==> config.mk <==
export PLATFORM = sky130hd
export DESIGN_NAME = tetris_key_repeat
export DESIGN_NICKNAME = d
export VERILOG_FILES = /design/src/rtl/tetris_key_repeat.sv
export SDC_FILE = /design/constraint.sdc
export NUM_CORES = 1
export LEC_CHECK = 0
export CAP_MARGIN = 20
export CORE_UTILIZATION = 51
export DETAILED_ROUTE_END_ITERATION = 16
export MAX_ROUTING_LAYER = met4
export PLACE_DENSITY = 0.8
export SYNTH_ARGS = -nofsm -noshare
export SYNTH_HDL_FRONTEND = slang
export SYNTH_SLANG_ARGS = --single-unit
==> constraint.sdc <==
create_clock -name frame_clk -period 2 [get_ports frame_clk]
set_input_delay 0.4 -clock frame_clk [delete_from_list [all_inputs] [get_ports frame_clk]]
set_output_delay 0.4 -clock frame_clk [all_outputs]
set_load 0.01 [all_outputs]
==> src/rtl/tetris_key_repeat.sv <==
// Frame-rate key conditioner for Tetris: decodes packed HID keycodes into held flags and
// emits single-frame move commands with edge, DAS/ARR and fixed-rate soft-drop repeat.
module tetris_key_repeat #(
    parameter int unsigned DAS_DELAY   = 10,
    parameter int unsigned ARR_PERIOD  = 3,
    parameter int unsigned SOFT_PERIOD = 2,
    parameter int unsigned CNT_W       = 6
) (
    input  logic        frame_clk,
    input  logic        Reset,
    input  logic [31:0] keycode,
    output logic        move_left,
    output logic        move_right,
    output logic        soft_drop,
    output logic        rotate,
    output logic        hard_drop
);

    localparam logic [7:0] KeyLeft     = 8'h04;
    localparam logic [7:0] KeyRight    = 8'h07;
    localparam logic [7:0] KeySoft     = 8'h16;
    localparam logic [7:0] KeyRotate   = 8'h1A;
    localparam logic [7:0] KeyHard     = 8'h2C;
    localparam logic [7:0] KeyRollover = 8'h01;

    localparam logic [CNT_W-1:0] DasLast  = CNT_W'(DAS_DELAY - 1);
    localparam logic [CNT_W-1:0] ArrLast  = CNT_W'(ARR_PERIOD - 1);
    localparam logic [CNT_W-1:0] SoftLast = CNT_W'(SOFT_PERIOD - 1);

    localparam logic DirL = 1'b0;
    localparam logic DirR = 1'b1;

    typedef enum logic [1:0] {
        StIdle,
        StCharge,
        StRepeat
    } h_state_e;

    logic held_left, held_right, held_soft, held_rot, held_hard;
    logic prev_left_q, prev_right_q, prev_soft_q, prev_rot_q, prev_hard_q;
    logic rise_left, rise_right, rise_soft, rise_rot, rise_hard;

    h_state_e          h_state_q;
    logic              dir_q;
    logic [CNT_W-1:0]  h_cnt_q;
    logic [CNT_W-1:0]  soft_cnt_q;

    logic dir_held, opp_held, opp_rise;

    always_comb begin
        logic rollover;
        held_left  = 1'b0;
        held_right = 1'b0;
        held_soft  = 1'b0;
        held_rot   = 1'b0;
        held_hard  = 1'b0;
        rollover   = 1'b0;
        for (int i = 0; i < 4; i++) begin
            if (keycode[8*i +: 8] == KeyLeft)     held_left  = 1'b1;
            if (keycode[8*i +: 8] == KeyRight)    held_right = 1'b1;
            if (keycode[8*i +: 8] == KeySoft)     held_soft  = 1'b1;
            if (keycode[8*i +: 8] == KeyRotate)   held_rot   = 1'b1;
            if (keycode[8*i +: 8] == KeyHard)     held_hard  = 1'b1;
            if (keycode[8*i +: 8] == KeyRollover) rollover   = 1'b1;
        end
        // Keyboard could not report reliably this frame: treat everything as released.
        if (rollover) begin
            held_left  = 1'b0;
            held_right = 1'b0;
            held_soft  = 1'b0;
            held_rot   = 1'b0;
            held_hard  = 1'b0;
        end
    end

    assign rise_left  = held_left  & ~prev_left_q;
    assign rise_right = held_right & ~prev_right_q;
    assign rise_soft  = held_soft  & ~prev_soft_q;
    assign rise_rot   = held_rot   & ~prev_rot_q;
    assign rise_hard  = held_hard  & ~prev_hard_q;

    assign dir_held = (dir_q == DirL) ? held_left  : held_right;
    assign opp_held = (dir_q == DirL) ? held_right : held_left;
    assign opp_rise = (dir_q == DirL) ? rise_right : rise_left;

    always_ff @(posedge frame_clk or posedge Reset) begin
        if (Reset) begin
            prev_left_q  <= 1'b0;
            prev_right_q <= 1'b0;
            prev_soft_q  <= 1'b0;
            prev_rot_q   <= 1'b0;
            prev_hard_q  <= 1'b0;
            h_state_q    <= StIdle;
            dir_q        <= DirL;
            h_cnt_q      <= '0;
            soft_cnt_q   <= '0;
            move_left    <= 1'b0;
            move_right   <= 1'b0;
            soft_drop    <= 1'b0;
            rotate       <= 1'b0;
            hard_drop    <= 1'b0;
        end else begin
            prev_left_q  <= held_left;
            prev_right_q <= held_right;
            prev_soft_q  <= held_soft;
            prev_rot_q   <= held_rot;
            prev_hard_q  <= held_hard;

            rotate    <= rise_rot;
            hard_drop <= rise_hard;

            if (rise_soft) begin
                soft_drop  <= 1'b1;
                soft_cnt_q <= '0;
            end else if (held_soft) begin
                if (soft_cnt_q == SoftLast) begin
                    soft_drop  <= 1'b1;
                    soft_cnt_q <= '0;
                end else begin
                    soft_drop  <= 1'b0;
                    soft_cnt_q <= soft_cnt_q + 1'b1;
                end
            end else begin
                soft_drop  <= 1'b0;
                soft_cnt_q <= '0;
            end

            move_left  <= 1'b0;
            move_right <= 1'b0;
            unique case (h_state_q)
                StIdle: begin
                    // Left wins a same-frame double press.
                    if (rise_left) begin
                        move_left <= 1'b1;
                        dir_q     <= DirL;
                        h_cnt_q   <= '0;
                        h_state_q <= StCharge;
                    end else if (rise_right) begin
                        move_right <= 1'b1;
                        dir_q      <= DirR;
                        h_cnt_q    <= '0;
                        h_state_q  <= StCharge;
                    end
                end
                StCharge, StRepeat: begin
                    if (opp_rise) begin
                        dir_q      <= ~dir_q;
                        move_left  <= (dir_q == DirR);
                        move_right <= (dir_q == DirL);
                        h_cnt_q    <= '0;
                        h_state_q  <= StCharge;
                    end else if (!dir_held) begin
                        h_cnt_q <= '0;
                        if (opp_held) begin
                            // Fall back to the still-held key silently; it re-charges DAS.
                            dir_q     <= ~dir_q;
                            h_state_q <= StCharge;
                        end else begin
                            h_state_q <= StIdle;
                        end
                    end else if (h_state_q == StCharge) begin
                        if (h_cnt_q == DasLast) begin
                            move_left  <= (dir_q == DirL);
                            move_right <= (dir_q == DirR);
                            h_cnt_q    <= '0;
                            h_state_q  <= StRepeat;
                        end else begin
                            h_cnt_q <= h_cnt_q + 1'b1;
                        end
                    end else begin
                        if (h_cnt_q == ArrLast) begin
                            move_left  <= (dir_q == DirL);
                            move_right <= (dir_q == DirR);
                            h_cnt_q    <= '0;
                        end else begin
                            h_cnt_q <= h_cnt_q + 1'b1;
                        end
                    end
                end
                default: begin
                    h_state_q <= StIdle;
                    h_cnt_q   <= '0;
                end
            endcase
        end
    end

endmodule

# After elaboration in Yosys (flattened, before gate mapping)
# Cells that the tools add are included.
totals:
  reg_bits: 25
  out_inout_bits: 5
  word_cells: 141
  in_bits: 34
classes:
  n_reduce_logical: 5
  n_bitwise: 11
  n_eq_ne: 34
  muxes: 75
  addsub: 2
op_table:
  columns: ["operator", "n"]
  rows:
  - ["$eq 8x3->1 const B", 8]
  - ["$eq 8x5->1 const B", 8]
  - ["$mux 6", 10]
  - ["$mux 1", 54]
  - ["$eq 8x1->1 const B", 4]
  - ["$eq 8x6->1 const B", 4]
  - ["$add 6x1->6 const B", 2]
  - ["$mux 2", 6]
  - ["$pmux 6 s2", 1]
  - ["$ne 3x3->1 const B", 3]
  - ["$ne 4x4->1 const B", 2]
  - ["$eq 6x1->1 const B", 1]
  - ["$eq 6x2->1 const B", 1]
  - ["$eq 6x4->1 const B", 1]
  - ["$not 1->1", 6]
  - ["$pmux 1 s2", 3]
  - ["$and 1x1->1", 5]
  - ["$pmux 2 s2", 1]
  - ["$reduce_and 4->1", 1]
  - ["$reduce_and 3->1", 1]
  - ["$eq 2x1->1 const B", 1]
  - ["$eq 2x2->1 const B", 1]
  - ["$logic_not 2->1", 1]
  - ["$reduce_bool 2->1", 1]
  - ["$reduce_or 2->1", 1]

# Depth between registers and ports, before layout
depth:
  depth_word: 11
  depth_mapped: 8
  ltp_nobuf: 8

# Worst setup path before layout
# No wires, ideal clock.
synth_path:
  path_kind: "in2reg"
  from: "in keycode[12]"
  to: "reg h_state_q[0]"
  setup_slack_ps: -60
  path_stages: 7
  path_buffers: 0
  arrival_time_ps: 1933
  setup_ps: 128
  path_cell_list: "nor4b_4 > nand3_1 > a31oi_1 > nor3_4 > mux2_2 > a21oi_1 > mux2_1"
synth_via:
  elab_chain_cells: 10
synth_rtl:
  columns: ["item", "line_no", "source"]
  rows:
  - ["start, declared", "11", "input logic [31:0] keycode,"]
  - ["$eq 8x3->1 (tied with other cells)", "60", "if (keycode[8*i +: 8] == KeyRight) held_right = 1'b1;"]
  - ["$mux 1, on equally long branches (3 in series)", "60, 59, 64", null]
  - ["$mux 1", "67", "if (rollover) begin"]
  - ["$mux 1", "83", "assign opp_held = (dir_q == DirL) ? held_right : held_left;"]
  - ["$mux 1", "154", "if (opp_held) begin"]
  - ["$mux 2", "152", "end else if (!dir_held) begin"]
  - ["$mux 2", "146", "if (opp_rise) begin"]
  - ["$pmux 2 s2", "130", "unique case (h_state_q)"]
  - ["end signal, assigned", "151", "h_state_q <= StCharge;"]
  - ["end signal, assigned", "157", "h_state_q <= StCharge;"]
  - ["end signal, assigned", "159", "h_state_q <= StIdle;"]
  - ["end, declared", "43", "h_state_e h_state_q;"]
# Parallel ways exist; a longest one is shown, timed or not.
# A chain may end at the register's enable or synchronous reset.

# Final worst setup path
layout_path:
  from: "in keycode[12]"
  to: "reg dir_q"
layout_via:
  elab_chain_cells: 9
layout_rtl:
  columns: ["item", "line_no", "source"]
  rows:
  - ["$eq 8x3->1 (tied with other cells)", "60", null]
  - ["$mux 1, on equally long branches (3 in series)", "60, 59, 64", null]
  - ["$mux 1", "67", null]
  - ["$and 1x1->1, on equally long branches", "77, 76", null]
  - ["$mux 1", "84", "assign opp_rise = (dir_q == DirL) ? rise_right : rise_left;"]
  - ["$ne 3x3->1 (no source line) / $mux 1 (equally long branches)", null, null]
  - ["$reduce_and 4->1 (no source line) / $pmux 1 s2 (equally long branches)", null, null]
  - ["end signal, assigned", "94", "dir_q <= DirL;"]
  - ["end signal, assigned", "135", "dir_q <= DirL;"]
  - ["end signal, assigned", "140", "dir_q <= DirR;"]
  - ["end, declared", "44", "logic dir_q;"]
# Parallel ways exist; a longest one is shown, timed or not.

==> results.toml <==
[status]
run_status = "finished with violations"
violations = "setup timing"

[worst_setup_path]
cp_arrival_ps = 2240
worst-r2r-setup-slack_ps = 140
depth_of_the_worst_register_to_register_path = 6
type_of_element_capturing_the_critical_path = "flop"
timing.critical_path.cells = "buf_2 -> nor4b_4 -> buf_4 -> nand3_4 -> and3_4 -> o31ai_4 -> mux2i_1 -> nor3_1 -> a22o_1"
crit-reg2reg-launch = "h_state_q[0]$_DFFE_PP0P_"
rr_endpoint = "h_state_q[0]$_DFFE_PP0P_"
timing.critical_path.slowest_stage_cell = "sky130_fd_sc_hd__o31ai_4"
start_kind = "input pin"
critPathKind = "input pin to flop"
timing.critical_path.fanout_max = 4
cp.required_ps = 2220
crit_path_max_cell_delay_ps = 370

[global_routing]
track_usage_pct = 29.0
global_route_wire_length_before_repair_um = 7870
grt_overflow = 0
via_count_of_the_first_global_routing_pass = 1876
grt-busiest-layer = "met2"
grt_max_degree = 26
global_route.usage.met1_pct = 29.4
grt_antenna_before_repair = 0
grtUsageMet3_pct = 2.10
grtUsageMet2_pct = 56.8

[synth]
netlist.top_cell.by_area = "sky130_fd_sc_hd__dfrtp_1"
synth.yosys.warnings = 0
gate_count_after_technology_mapping = 188
netlist.area_leader.share_pct = 34.7
sequential_area_share_after_synthesis_pct = 34.7
netlist-cell-type-count = 60
yosysMostFrequentCell = "sky130_fd_sc_hd__dfrtp_1"
netlist_area_um2 = 1810
synth_top_cells_by_count = "sky130_fd_sc_hd__dfrtp_1, sky130_fd_sc_hd__nor2_1, sky130_fd_sc_hd__inv_1"
postSynthRegisterBits = 25
syn_avg_cell_area_um2 = 9.60
synthTopCellsByArea = "sky130_fd_sc_hd__dfrtp_1, sky130_fd_sc_hd__ha_1, sky130_fd_sc_hd__nor2_1"
synth_flop_cell = "sky130_fd_sc_hd__dfrtp_1"
syn-num-nets = 231
synth_enable_flop_cells = 0
share_of_flip_flops_with_an_asynchronous_set_or_reset_pct = 100

[power]
total_leakage_power_nw = 1.22
ir_worst_vdd_v = 0.000301
power.total_w = 0.00150
power_per_cell_area_nw_per_um2 = 535

[timing]
setup_tns_ps = -13.5
slew_headroom_pct = 71.1
setup_viol = 1
drv_slew = 0
finalWorstPathRequiredPeriod_ps = 2010
hold_violations = 0
rsz_0062_raised_after_global_routing = "true"
fin_ws_ps = -13.5
max_freq_mhz = 497
timing_worst_slew_pin_value_ps = 428
worst_clock_skew_ps = 8.82
final.period_utilization_pct = 101

[place]
gp_congestion = 0.947
cell_area_after_placement_um2 = 2550
number_of_placed_instances_taps_included = 309
post-dp-hpwl_um = 3860
io_buffers = 38

[detailed_routing]
routed_wirelength_um = 5390
route.detailed.vias_per_inst = 5.89
drt_iter0_drc = 85
remaining_number_of_nets_flagged_by_the_antenna_check_after_routing = 0
drt_first_pass_iters = 4
remaining_drc_errors = 0
route.detailed.wl_per_inst_um = 16.5
overall_via_count_from_detail_route = 1919

[layout]
design_area_um2 = 2800
multi_input_comb_area_um2 = 1350
fin_cells = 326
synthToLayoutAreaGrowth_pct = 55.2
n_fill_cell = 215
drive_gt1_share_pct = 43.2
antenna-diode-count = 0
finish.utilization_pct = 83.3
final_net_count = 324
reg_area_um2 = 626

[min_path]
timing.hold.worst.class = "flop to flop"
timing.hold.worst_path_depth = 1
hold_path.startpoint = "prev_hard_q$_DFF_PP0_"
timing.hold.worst_endpoint = "hard_drop$_DFF_PP0_"

[clock_tree]
cts.hold.buffers_added = 0
number_of_buffers_created_by_cts = 3
source_to_sink_clock_delay_at_the_later_pin_of_the_worst_skew_pair_ps = 310
cts_tree = "done"
clock_tree.htree_level_count = 1
clock_pin_slew_worst_setup_and_hold_paths_ps = 140
clockBufferDepth = 2
cts.sinks = 25
clock_tree.root_cell = "sky130_fd_sc_hd__clkbuf_4"

[die]
effective_utilization_at_floorplan_pct = 53.7
area_of_the_core_um2 = 3360
die_area_um2 = 3780
die_width_um = 61.5
pin_count = 39
floorplan.rows = 21
die_h_um = 61.5

[flow_run]
max_cap_viol_count = 0
==> area by class of cell <==
type | count | share of cell area [%]
multi-input cells | 149 | 48.1
repair buffers | 89 | 24.7
flip-flops and latches | 25 | 22.3
well taps | 46 | 2.05
inverters | 13 | 1.74
clock buffers | 3 | 0.804
clock inverters | 1 | 0.268
==> how the worst max path moves through the flow <==
stage | endpoint | cells after the start | from
floorplan | h_state_q[0]$_DFFE_PP0P_ | 7 | keycode[27]
global placement | h_state_q[0]$_DFFE_PP0P_ | 8 | keycode[5]
detailed placement | h_cnt_q[3]$_DFFE_PP0P_ | 9 | keycode[10]
CTS | dir_q$_DFFE_PP0P_ | 9 | keycode[0]
global route | h_state_q[0]$_DFFE_PP0P_ | 9 | keycode[1]
finish | dir_q$_DFFE_PP0P_ | 9 | keycode[12]
==> state kept, by name, indices dropped and copies added, names as in the netlist <==
register	count
move_right	1
prev_left_q	1
prev_hard_q	1
dir_q	1
soft_cnt_q	6
hard_drop	1
h_state_q	2
prev_right_q	1
prev_soft_q	1
move_left	1
prev_rot_q	1
soft_drop	1
rotate	1
h_cnt_q	6
==> layout by cell type, fill, tap and decap left out, types with 3 or more instances in the layout <==
| cell type | n |
|---|---|
| sky130_fd_sc_hd__nor2b_1 | 5 |
| sky130_fd_sc_hd__nand2_1 | 7 |
| sky130_fd_sc_hd__nand4_1 | 10 |
| sky130_fd_sc_hd__nor4b_4 | 4 |
| sky130_fd_sc_hd__buf_6 | 7 |
| sky130_fd_sc_hd__nand2b_1 | 4 |
| sky130_fd_sc_hd__nor3_4 | 3 |
| sky130_fd_sc_hd__nand3_1 | 5 |
| sky130_fd_sc_hd__clkbuf_4 | 3 |
| sky130_fd_sc_hd__inv_1 | 13 |
| sky130_fd_sc_hd__buf_4 | 48 |
| sky130_fd_sc_hd__clkdlybuf4s50_1 | 6 |
| sky130_fd_sc_hd__nor2_1 | 15 |
| sky130_fd_sc_hd__ha_1 | 9 |
| sky130_fd_sc_hd__buf_2 | 11 |
| sky130_fd_sc_hd__nor4_2 | 3 |
| sky130_fd_sc_hd__dfrtp_1 | 25 |
| sky130_fd_sc_hd__nand3b_1 | 3 |
| sky130_fd_sc_hd__nand3_4 | 3 |
| sky130_fd_sc_hd__clkdlybuf4s15_1 | 5 |
| sky130_fd_sc_hd__nor3_1 | 6 |
| sky130_fd_sc_hd__and3_1 | 3 |
| sky130_fd_sc_hd__dlygate4sd2_1 | 5 |
| sky130_fd_sc_hd__clkbuf_2 | 6 |
==> repair_timing <==
item	CTS	global route
pin swaps	29	34
endpoints found under the setup margin	16	15
buffers inserted	9	5
resized for setup	109	38
==> kinds of logic after synthesis <==
logic type	count (synthesis)	share of synthesized area, %
compound gates	33	14.9
fa+ha+maj	9	6.24
buf+inv	14	2.91
mux	3	1.80
xor+xnor	4	1.94
simple gates	100	37.6
flops	25	34.7
==> routing by layer <==
layer / vias to the layer above / wire, um
met4: 0 / 163
met5: - / 0
li1: 894 / -
met3: 15 / 199
met2: 67 / 2970
met1: 943 / 2060
==> stage by stage <==
step | setup slack (ps) | hold slack (ps)
2_1_floorplan | 14.9 | 378
3_3_place_gp | -646 | 383
3_5_place_dp | -730 | 392
4_1_cts | -7.22 | 410
5_1_grt | -37.3 | 431
6_report | -13.5 | 409
==> critical path, delay by kind of cell <==
kind | cells | cell delay [ps]
multiplexers | 1 | 270
buffers and inverters | 2 | 310
AND/OR/NAND/NOR | 4 | 650
AO/OA/AOI/OAI | 2 | 600
==> power by group <==
group	internal, W	switching (W)	total [W]
clock	0.0000762	0.000153	0.000229
combinational	0.000359	0.000346	0.000704
sequential	0.000529	0.0000361	0.000566
Note: power is estimated with default switching activity, not from simulation.
